## src/rtl/onn_pkg.sv

```systemverilog
// ============================================================================
// Module   : onn_pkg
// Brief    : Shared constants and types for the oscillatory neuron fabric.
// Revision : 1.0 - initial release
// ============================================================================
`default_nettype none

package onn_pkg;

    localparam int PHASE_W = 4;
    localparam int PERIOD  = 16;

    typedef logic [PHASE_W-1:0] phase_t;

    localparam phase_t PHASE_MAX = phase_t'(PERIOD - 1);

    typedef enum logic [1:0] {
        STOP = 2'd0,
        RUN  = 2'd1,
        HOLD = 2'd2
    } osc_state_t;

endpackage : onn_pkg

`default_nettype wire

```

## src/rtl/neuron_osc_if.sv

```systemverilog
// ============================================================================
// Module   : neuron_osc_if
// Brief    : Valid/ready phase-adjust request channel into a neuron oscillator.
// Revision : 1.0 - initial release
// ============================================================================
`default_nettype none

interface neuron_osc_if;
    import onn_pkg::*;

    logic   adj_valid;
    logic   adj_dir;
    phase_t adj_amt;
    logic   adj_ready;

    modport master (
        output adj_valid,
        output adj_dir,
        output adj_amt,
        input  adj_ready
    );

    modport slave (
        input  adj_valid,
        input  adj_dir,
        input  adj_amt,
        output adj_ready
    );

endinterface : neuron_osc_if

`default_nettype wire

```

## src/rtl/neuron_osc.sv

```systemverilog
// ============================================================================
// Module   : neuron_osc
// Brief    : Mod-16 phase oscillator with spike output, phase load and
//            wrap-time advance/retard adjustment.
// Revision : 1.0 - initial release
// ============================================================================
`default_nettype none

module neuron_osc
    import onn_pkg::*;
(
    input  logic         clk,
    input  logic         rst_n,
    input  logic         en,
    input  logic         phase_load,
    input  phase_t       phase_in,
    neuron_osc_if.slave  adj,
    output logic         spike,
    output phase_t       phase,
    output logic         holding
);

    osc_state_t state_q,   state_d;
    osc_state_t resume_q,  resume_d;
    phase_t     cnt_q,     cnt_d;
    phase_t     hold_q,    hold_d;
    logic       pend_q,    pend_d;
    logic       pdir_q,    pdir_d;
    phase_t     pamt_q,    pamt_d;
    logic       spike_q,   spike_d;
    logic       holding_q, holding_d;

    logic       w_xfer;
    osc_state_t w_act;

    assign w_xfer = adj.adj_valid && !pend_q;

    // A stopped oscillator remembers whether it was counting or holding.
    assign w_act  = (state_q == STOP) ? resume_q : state_q;

    always_comb begin
        state_d   = state_q;
        resume_d  = resume_q;
        cnt_d     = cnt_q;
        hold_d    = hold_q;
        pend_d    = pend_q;
        pdir_d    = pdir_q;
        pamt_d    = pamt_q;
        spike_d   = 1'b0;

        if (phase_load) begin
            cnt_d    = phase_in;
            hold_d   = '0;
            pend_d   = 1'b0;
            resume_d = RUN;
            state_d  = en ? RUN : STOP;
        end else begin
            if (!en) begin
                if (state_q != STOP) begin
                    resume_d = state_q;
                end
                state_d = STOP;
            end else begin
                state_d = w_act;
                case (w_act)
                    HOLD: begin
                        if (hold_q == phase_t'(1)) begin
                            hold_d  = '0;
                            state_d = RUN;
                        end else begin
                            hold_d  = hold_q - phase_t'(1);
                        end
                    end
                    default: begin
                        if (cnt_q != PHASE_MAX) begin
                            cnt_d = cnt_q + phase_t'(1);
                        end else begin
                            spike_d = 1'b1;
                            pend_d  = 1'b0;
                            cnt_d   = '0;
                            if (pend_q && (pamt_q != '0)) begin
                                if (pdir_q) begin
                                    cnt_d   = pamt_q;
                                end else begin
                                    hold_d  = pamt_q;
                                    state_d = HOLD;
                                end
                            end
                        end
                    end
                endcase
            end

            // Captured after the wrap logic so a same-cycle transfer waits for the next wrap.
            if (w_xfer) begin
                pend_d = 1'b1;
                pdir_d = adj.adj_dir;
                pamt_d = adj.adj_amt;
            end
        end

        holding_d = (state_d == HOLD);
    end

    always_ff @(posedge clk or negedge rst_n) begin
        if (!rst_n) begin
            state_q   <= STOP;
            resume_q  <= RUN;
            cnt_q     <= '0;
            hold_q    <= '0;
            pend_q    <= 1'b0;
            pdir_q    <= 1'b0;
            pamt_q    <= '0;
            spike_q   <= 1'b0;
            holding_q <= 1'b0;
        end else begin
            state_q   <= state_d;
            resume_q  <= resume_d;
            cnt_q     <= cnt_d;
            hold_q    <= hold_d;
            pend_q    <= pend_d;
            pdir_q    <= pdir_d;
            pamt_q    <= pamt_d;
            spike_q   <= spike_d;
            holding_q <= holding_d;
        end
    end

    assign spike         = spike_q;
    assign phase         = cnt_q;
    assign holding       = holding_q;
    assign adj.adj_ready = !pend_q;

endmodule : neuron_osc

`default_nettype wire
```

## src/flat_wrapper.sv

```systemverilog
// flat-port wrapper written by rule: the top's interface ports become plain ports
module neuron_osc_flat import onn_pkg::*;
  (clk, rst_n, en, phase_load, phase_in, spike, phase, holding, adj_adj_valid, adj_adj_dir, adj_adj_amt, adj_adj_ready);
  neuron_osc_if adj_i ();
  input  logic clk;
  input  logic rst_n;
  input  logic en;
  input  logic phase_load;
  input  phase_t phase_in;
  output logic spike;
  output phase_t phase;
  output logic holding;
  input wire logic [$bits(adj_i.adj_valid)-1:0] adj_adj_valid;
  input wire logic [$bits(adj_i.adj_dir)-1:0] adj_adj_dir;
  input wire logic [$bits(adj_i.adj_amt)-1:0] adj_adj_amt;
  output wire logic [$bits(adj_i.adj_ready)-1:0] adj_adj_ready;
  assign adj_i.adj_valid = adj_adj_valid;
  assign adj_i.adj_dir = adj_adj_dir;
  assign adj_i.adj_amt = adj_adj_amt;
  assign adj_adj_ready = adj_i.adj_ready;
  neuron_osc u_core (.clk(clk), .rst_n(rst_n), .en(en), .phase_load(phase_load), .phase_in(phase_in), .adj(adj_i), .spike(spike), .phase(phase), .holding(holding));
endmodule
```

## config.mk

```make
export PLATFORM = sky130hd
export DESIGN_NAME = neuron_osc_flat
export DESIGN_NICKNAME = d
export VERILOG_FILES = /design/src/rtl/onn_pkg.sv /design/src/rtl/neuron_osc_if.sv /design/src/rtl/neuron_osc.sv /design/src/flat_wrapper.sv
export SDC_FILE = /design/constraint.sdc
export NUM_CORES = 1
export LEC_CHECK = 0
export ABC_CLOCK_PERIOD_IN_PS = 4610
export CORE_AREA = 5 5 52 54
export DETAILED_ROUTE_END_ITERATION = 10
export DIE_AREA = 0 0 57 59
export PLACE_DENSITY = 0.76
export SYNTH_ARGS = -nofsm -noshare
export SYNTH_HDL_FRONTEND = slang
export SYNTH_SLANG_ARGS = --single-unit
```

## constraint.sdc

```tcl
create_clock -name clk -period 4.61 [get_ports clk]
set_input_delay 0.922 -clock clk [delete_from_list [all_inputs] [get_ports clk]]
set_output_delay 0.922 -clock clk [all_outputs]
set_load 0.05 [all_outputs]
```

## Yosys cells after proc, flatten, opt, wreduce, memory -nomap -nowiden

Index checks and enable logic that the tools add are counted.

| word-level totals | value |
|---|---|
| word-level logic and storage cells | 71 |
| flip-flop bits (word level) | 20 |
| input bits | 14 |
| output and inout port bits | 7 |

| cells by class | value |
|---|---|
| multiplexer cells | 34 |
| bitwise logic cells | 1 |
| eq/ne operators | 10 |
| reduce and logical (&&, ||, !) cells | 15 |
| add/sub/neg operators | 2 |

Operators by type and width:

| kind | number |
|---|---|
| 4-bit two-way mux | 13 |
| 2-bit two-way mux | 11 |
| 1-bit two-way mux | 10 |
| 3-bit by 2-bit != test with 1-bit output (second input constant) | 2 |
| 3-bit != test (second input constant) | 2 |
| 2-bit AND reduction | 3 |
| 2-bit nonzero test | 3 |
| 3-bit nonzero test | 2 |
| 4-bit by 1-bit adder with 4-bit output (second input constant) | 1 |
| 2-bit == test (second input constant) | 2 |
| 4-bit by 1-bit == test with 1-bit output (second input constant) | 1 |
| 4-bit != test (second input constant) | 1 |
| 4-bit AND reduction | 1 |
| 4-bit nonzero test | 1 |
| 4-bit by 1-bit subtractor with 4-bit output (second input constant) | 1 |
| 3-bit AND reduction | 1 |
| 1-bit logical AND | 2 |
| 2-bit logical NOT | 1 |
| 2-bit by 1-bit != test with 1-bit output (second input constant) | 1 |
| 2-bit != test (second input constant) | 1 |
| 1-bit logical NOT | 1 |
| 1-bit NOT | 1 |

## Longest topological paths before layout

| logic depth | value |
|---|---|
| word-level depth | 9 |
| mapped depth | 7 |

## Least setup slack after synthesis

Ideal clock, no wire load.

| timing path | value |
|---|---|
| kind | register to register |
| from | register u_core.cnt_q[0], in the netlist u_core.phase[0] |
| to | register u_core.hold_q[1] |
| arrival time | 1.957 ns |
| path buffers | 0 |
| required time | 4.536 ns |
| stages on the path, launching flop included | 7 |
| setup slack | 2.579 ns |
| clock period less this slack | 2.031 ns |
| cells stage by stage | dfrtp_1 > ha_1 > nand3_2 > nor4_4 > o21ai_2 > a211o_1 > a21oi_2 |

| between the ends | value |
|---|---|
| word-level cells in the longest chain between the ends | 3 |

RTL lines:

| item | line | text |
|---|---|---|
| start, declared | neuron_osc.sv:25 | `phase_t cnt_q, cnt_d;` |
| start signal, assigned | neuron_osc.sv:119 | `cnt_q <= cnt_d;` |
| 4-bit != test | neuron_osc.sv:75 | `if (cnt_q != PHASE_MAX) begin` |
| 3-bit != test (no line) | - |  |
| 4-bit AND reduction (no line) | - |  |
| end signal, assigned | neuron_osc.sv:120 | `hold_q <= hold_d;` |
| end, declared | neuron_osc.sv:26 | `phase_t hold_q, hold_d;` |

Every way passes these cells.
A chain may end at the register's enable or synchronous reset.

## Final worst setup path

| timing path | value |
|---|---|
| from | register u_core.pend_q |
| to | output port adj_adj_ready |

| between the ends | value |
|---|---|
| word-level cells in the longest chain between the ends | 1 |

RTL lines:

| item | line | text |
|---|---|---|
| start, declared | neuron_osc.sv:27 | `logic pend_q, pend_d;` |
| start signal, assigned | neuron_osc.sv:121 | `pend_q <= pend_d;` |
| 1-bit logical NOT | neuron_osc.sv:132 | `assign adj.adj_ready = !pend_q;` |
| end, declared | flat_wrapper.sv:16 | `output wire logic [$bits(adj_i.adj_ready)-1:0] adj_adj_ready;` |

Every way passes these cells.

==> metrics.log <==
INFO  metric outcome = completed
INFO  metric critical_path_data_required_time = 3.69 ns
INFO  metric setup.worst_path.start_class = flop
INFO  metric fillCellCount = roughly 190
INFO  metric worstPathMaxFanout = 6
INFO  metric layout_min_cycle_time = around 2.6 ns
INFO  metric hold_end = u_core.resume_q[0]
INFO  metric max-vdd-ir-drop = ~210 uV
INFO  metric insertion_delay = between 0.3 and 0.4 ns
INFO  metric post_route_skew = about 0.0037 ns
INFO  metric clock_sink_count = 20
INFO  metric timing.fmax = about 380 MHz
INFO  metric antenna_found_initial = 0
INFO  metric pin_count = 21
INFO  metric detailedPlacementHpwl = 1.70 mm
INFO  metric drive_gt1_share = 14.6%
INFO  metric numPlacedInstances = around 150
INFO  metric worst_hold_path_type = reg -> reg
INFO  metric drt-initial-drc-count = 27
INFO  metric vias = about 910
INFO  metric post_synth_num_cell_types = 39
INFO  metric area.growth.synth_to_final = 23.5%
INFO  metric max-slew-margin-rel = between 40% and 50%
INFO  metric ys_warn_count = 0
INFO  metric stdcell_count = 158
INFO  metric crit-reg2reg-launch = u_core.phase[0]
INFO  metric dp_slack = a little under 2 ns
INFO  metric multiInputGateArea = roughly 560 um2
INFO  metric synthesis.nets = ~130
INFO  metric post_cts_resize_count = 0
INFO  metric routedWlPerCell = roughly 14 um
INFO  metric crit-reg2reg-capture = u_core.hold_q[1]
INFO  metric post-route-period-util = 56.6%
INFO  metric floorplan.rows = 17
INFO  metric setup-tns-final = 0 ns
INFO  metric cts_tree = yes
INFO  metric max-clock-path-buffers = 2
INFO  metric yosysSeqAreaShare = approximately 45%
INFO  metric antenna_cells = 0
INFO  metric cts_setup_buffers = 0
INFO  metric synth-seq-cells = 20
INFO  metric critPathCaptureType = output port
INFO  metric cts_hold_buf = 0
INFO  metric share_seq_of_total_power = 52.6%
INFO  metric setup_viol = 0
INFO  metric final_total_pwr = roughly 410 uW
INFO  metric pwr-share-clk = ~26%
INFO  metric pin_count_of_the_biggest_net_entering_global_routing = 21
INFO  metric first_global_vias = 905
INFO  metric timing.hold.worst_path_depth = 1
INFO  metric deepest_level_of_the_cts_h_tree = 1
INFO  metric initial_core_util = between 50% and 60%
INFO  metric antenna_violating_nets_left = 0
INFO  metric synth.cell_area = between 1000 and 1500 um2
INFO  metric combinational_fraction_of_design_power = between 20% and 30%
INFO  metric core_region_area = 2170 um2
INFO  metric rsz0062_at_grt = no
INFO  metric p_int = about 280 uW
INFO  metric globalplace.congestion = approximately 0.76
INFO  metric net-switching-power = 127 uW
INFO  metric grt_pass1_wl = ~4 mm
INFO  metric post_synth_inst_count = 109
INFO  metric power.density_cell_area = ~300 nW/um2
INFO  metric die_x = 57 um
INFO  metric drv_slew = 0
INFO  metric post-route-drc-count = 0
INFO  metric num_cts_buffers = 3
INFO  metric detailedRoute.firstPassIterationCount = 4
INFO  metric path_class = reg -> out
INFO  metric cts.root.buffer_cell = clkbuf_4
INFO  metric gr-total-overflow = 0
INFO  metric avgViaCountPerCell = 5.73
INFO  metric timing.final.ws_setup = roughly 2 ns
INFO  metric timing.max_cap.violations = 0
INFO  metric final-seq-area = 502 um2
INFO  metric cp.arrival = ~1.7 ns
INFO  metric path_clk_slew = 0.12 ns
INFO  metric reg2regPathDepth = 6
INFO  metric setup_slack_reg_to_reg = 2.71 ns
INFO  metric min_from = u_core.state_q[0]
INFO  metric detail_route.wirelength = 2.25 mm
INFO  metric count_of_buffers_from_port_buffering = 20
INFO  metric grt_use_total = 14.8%
INFO  metric layout.nets = around 150
INFO  metric timing.final.hold_violations = 0
INFO  metric chipHeight = around 59 um
INFO  metric p_leak = a little under 0.0006 uW
INFO  metric netSwitchingFraction = 31.2%
INFO  metric floorplan_die_area = between 3000 and 4000 um2
INFO  metric synthesis.area_per_instance = 10.1 um2
INFO  metric worst-slew-pin-transition = about 0.87 ns
stage by stage:
step / cell area [um2] / utilization (%) / hold slack (ns)
after global placement: 1330 / 61.3 / 0.544
after CTS: 1370 / 63.0 / 0.577
final: 1370 / 63.0 / 0.573
after detailed placement: 1330 / 61.3 / 0.548
after floorplan: 1110 / - / 0.507
after global routing: 1370 / 63.0 / 0.597
kinds of logic after synthesis:
group | Yosys count | synth area share, %
and+or+nand+nor | 35 | 18.8
AOI/OAI and AO/OA | 34 | 22.7
DFF | 20 | 45.4
buffers and inverters | 11 | 3.73
muxes | 6 | 6.00
adders and majority gates | 3 | 3.39
power groups by stage:
stage / combinational [uW] / clock [uW] / sequential [uW]
after global routing: 95.3 / 115 / 217
after global placement: 87.4 / 0 / 216
after floorplan: 43.5 / 0 / 226
final: 87.5 / 105 / 214
after CTS: 88.5 / 107 / 214
after detailed placement: 88.3 / 0 / 217
cell usage after synthesis (all sizes together):
| cell | count | area share (%) |
|---|---|---|
| and4 | 1 | 0.79 |
| a21o | 1 | 0.68 |
| nand2 | 8 | 2.7 |
| o21a | 1 | 0.68 |
| dfrtp | 19 | 43 |
| nand4 | 2 | 1.1 |
| and3 | 4 | 2.3 |
| a31oi | 1 | 0.57 |
| nor3 | 1 | 0.45 |
| a211o | 3 | 2.4 |
| a221o | 1 | 0.91 |
| nor2 | 7 | 2.4 |
| a31o | 1 | 0.79 |
| ha | 3 | 3.4 |
| inv | 8 | 2.7 |
| nor4 | 4 | 4.2 |
| dfstp | 1 | 2.4 |
| a211oi | 3 | 2.0 |
| mux2 | 5 | 5.1 |
| mux2i | 1 | 0.91 |
| a221oi | 1 | 2.4 |
| nand3b | 1 | 0.68 |
| nor3b | 1 | 0.68 |
| a41oi | 2 | 1.6 |
| a41o | 1 | 0.91 |
| nand3 | 3 | 1.8 |
| nand2b | 2 | 1.1 |
| nor2b | 1 | 0.57 |
| clkbuf | 2 | 0.68 |
| o21ai | 8 | 4.3 |
| a21oi | 10 | 4.9 |
| o31ai | 1 | 0.68 |
| buf | 1 | 0.34 |
cell usage in the layout (no fill, tap or decap), types with 2 or more instances in the layout:
master            n
a211o_1           3
a211oi_1          3
a21oi_1           9
a41oi_1           2
and3_1            4
clkbuf_4          3
clkdlybuf4s50_1  20
dfrtp_1          19
ha_1              3
inv_1             7
mux2_2            5
nand2_1           8
nand2b_1          2
nand3_1           2
nand4_1           2
nor2_1            7
nor4_1            2
o21ai_0           6
o21ai_2           2
worst max-delay path by stage:
| stage | depth (start not counted) | from | to | slack (ns) |
|---|---|---|---|---|
| floorplan | 6 | u_core.phase[0] | u_core.hold_q[1] | 2.58 |
| global placement | 4 | phase_load | u_core.pamt_q[3] | 1.99 |
| detailed placement | 4 | phase_load | u_core.pamt_q[1] | 1.97 |
| CTS | 2 | u_core.pend_q | adj_adj_ready | 1.99 |
| global route | 2 | u_core.pend_q | adj_adj_ready | 1.96 |
| finish | 2 | u_core.pend_q | adj_adj_ready | 2.00 |
layer usage:
metal	vias up	global-route usage [%]	routed length, um
met5	-	0	0
met1	432	19.0	1040
met2	22	25.0	1100
met4	0	4.97	9
li1	449	-	-
met3	2	2.83	97
cell type report:
type / instances / share of cell area (%)
repair buffers: 20 / 14.7
multi-input cells: 78 / 41.2
clock buffers: 4 / 2.66
flip-flops and latches: 20 / 36.7
well taps: 28 / 2.56
inverters: 8 / 2.20
flip-flops by register name (all words and copies together), names as in the netlist:
register	flops
u_core.pamt_q	4
u_core.pend_q	1
u_core.phase	4
u_core.pdir_q	1
u_core.state_q	2
u_core.resume_q	2
u_core.holding	1
u_core.hold_q	4
u_core.spike	1
worst max-delay path: stages (launching register included):
cell             delay [ns]
dfrtp_1                0.46
inv_2                  0.11
clkdlybuf4s50_1        0.81
Power figures use the tool's default switching activity.
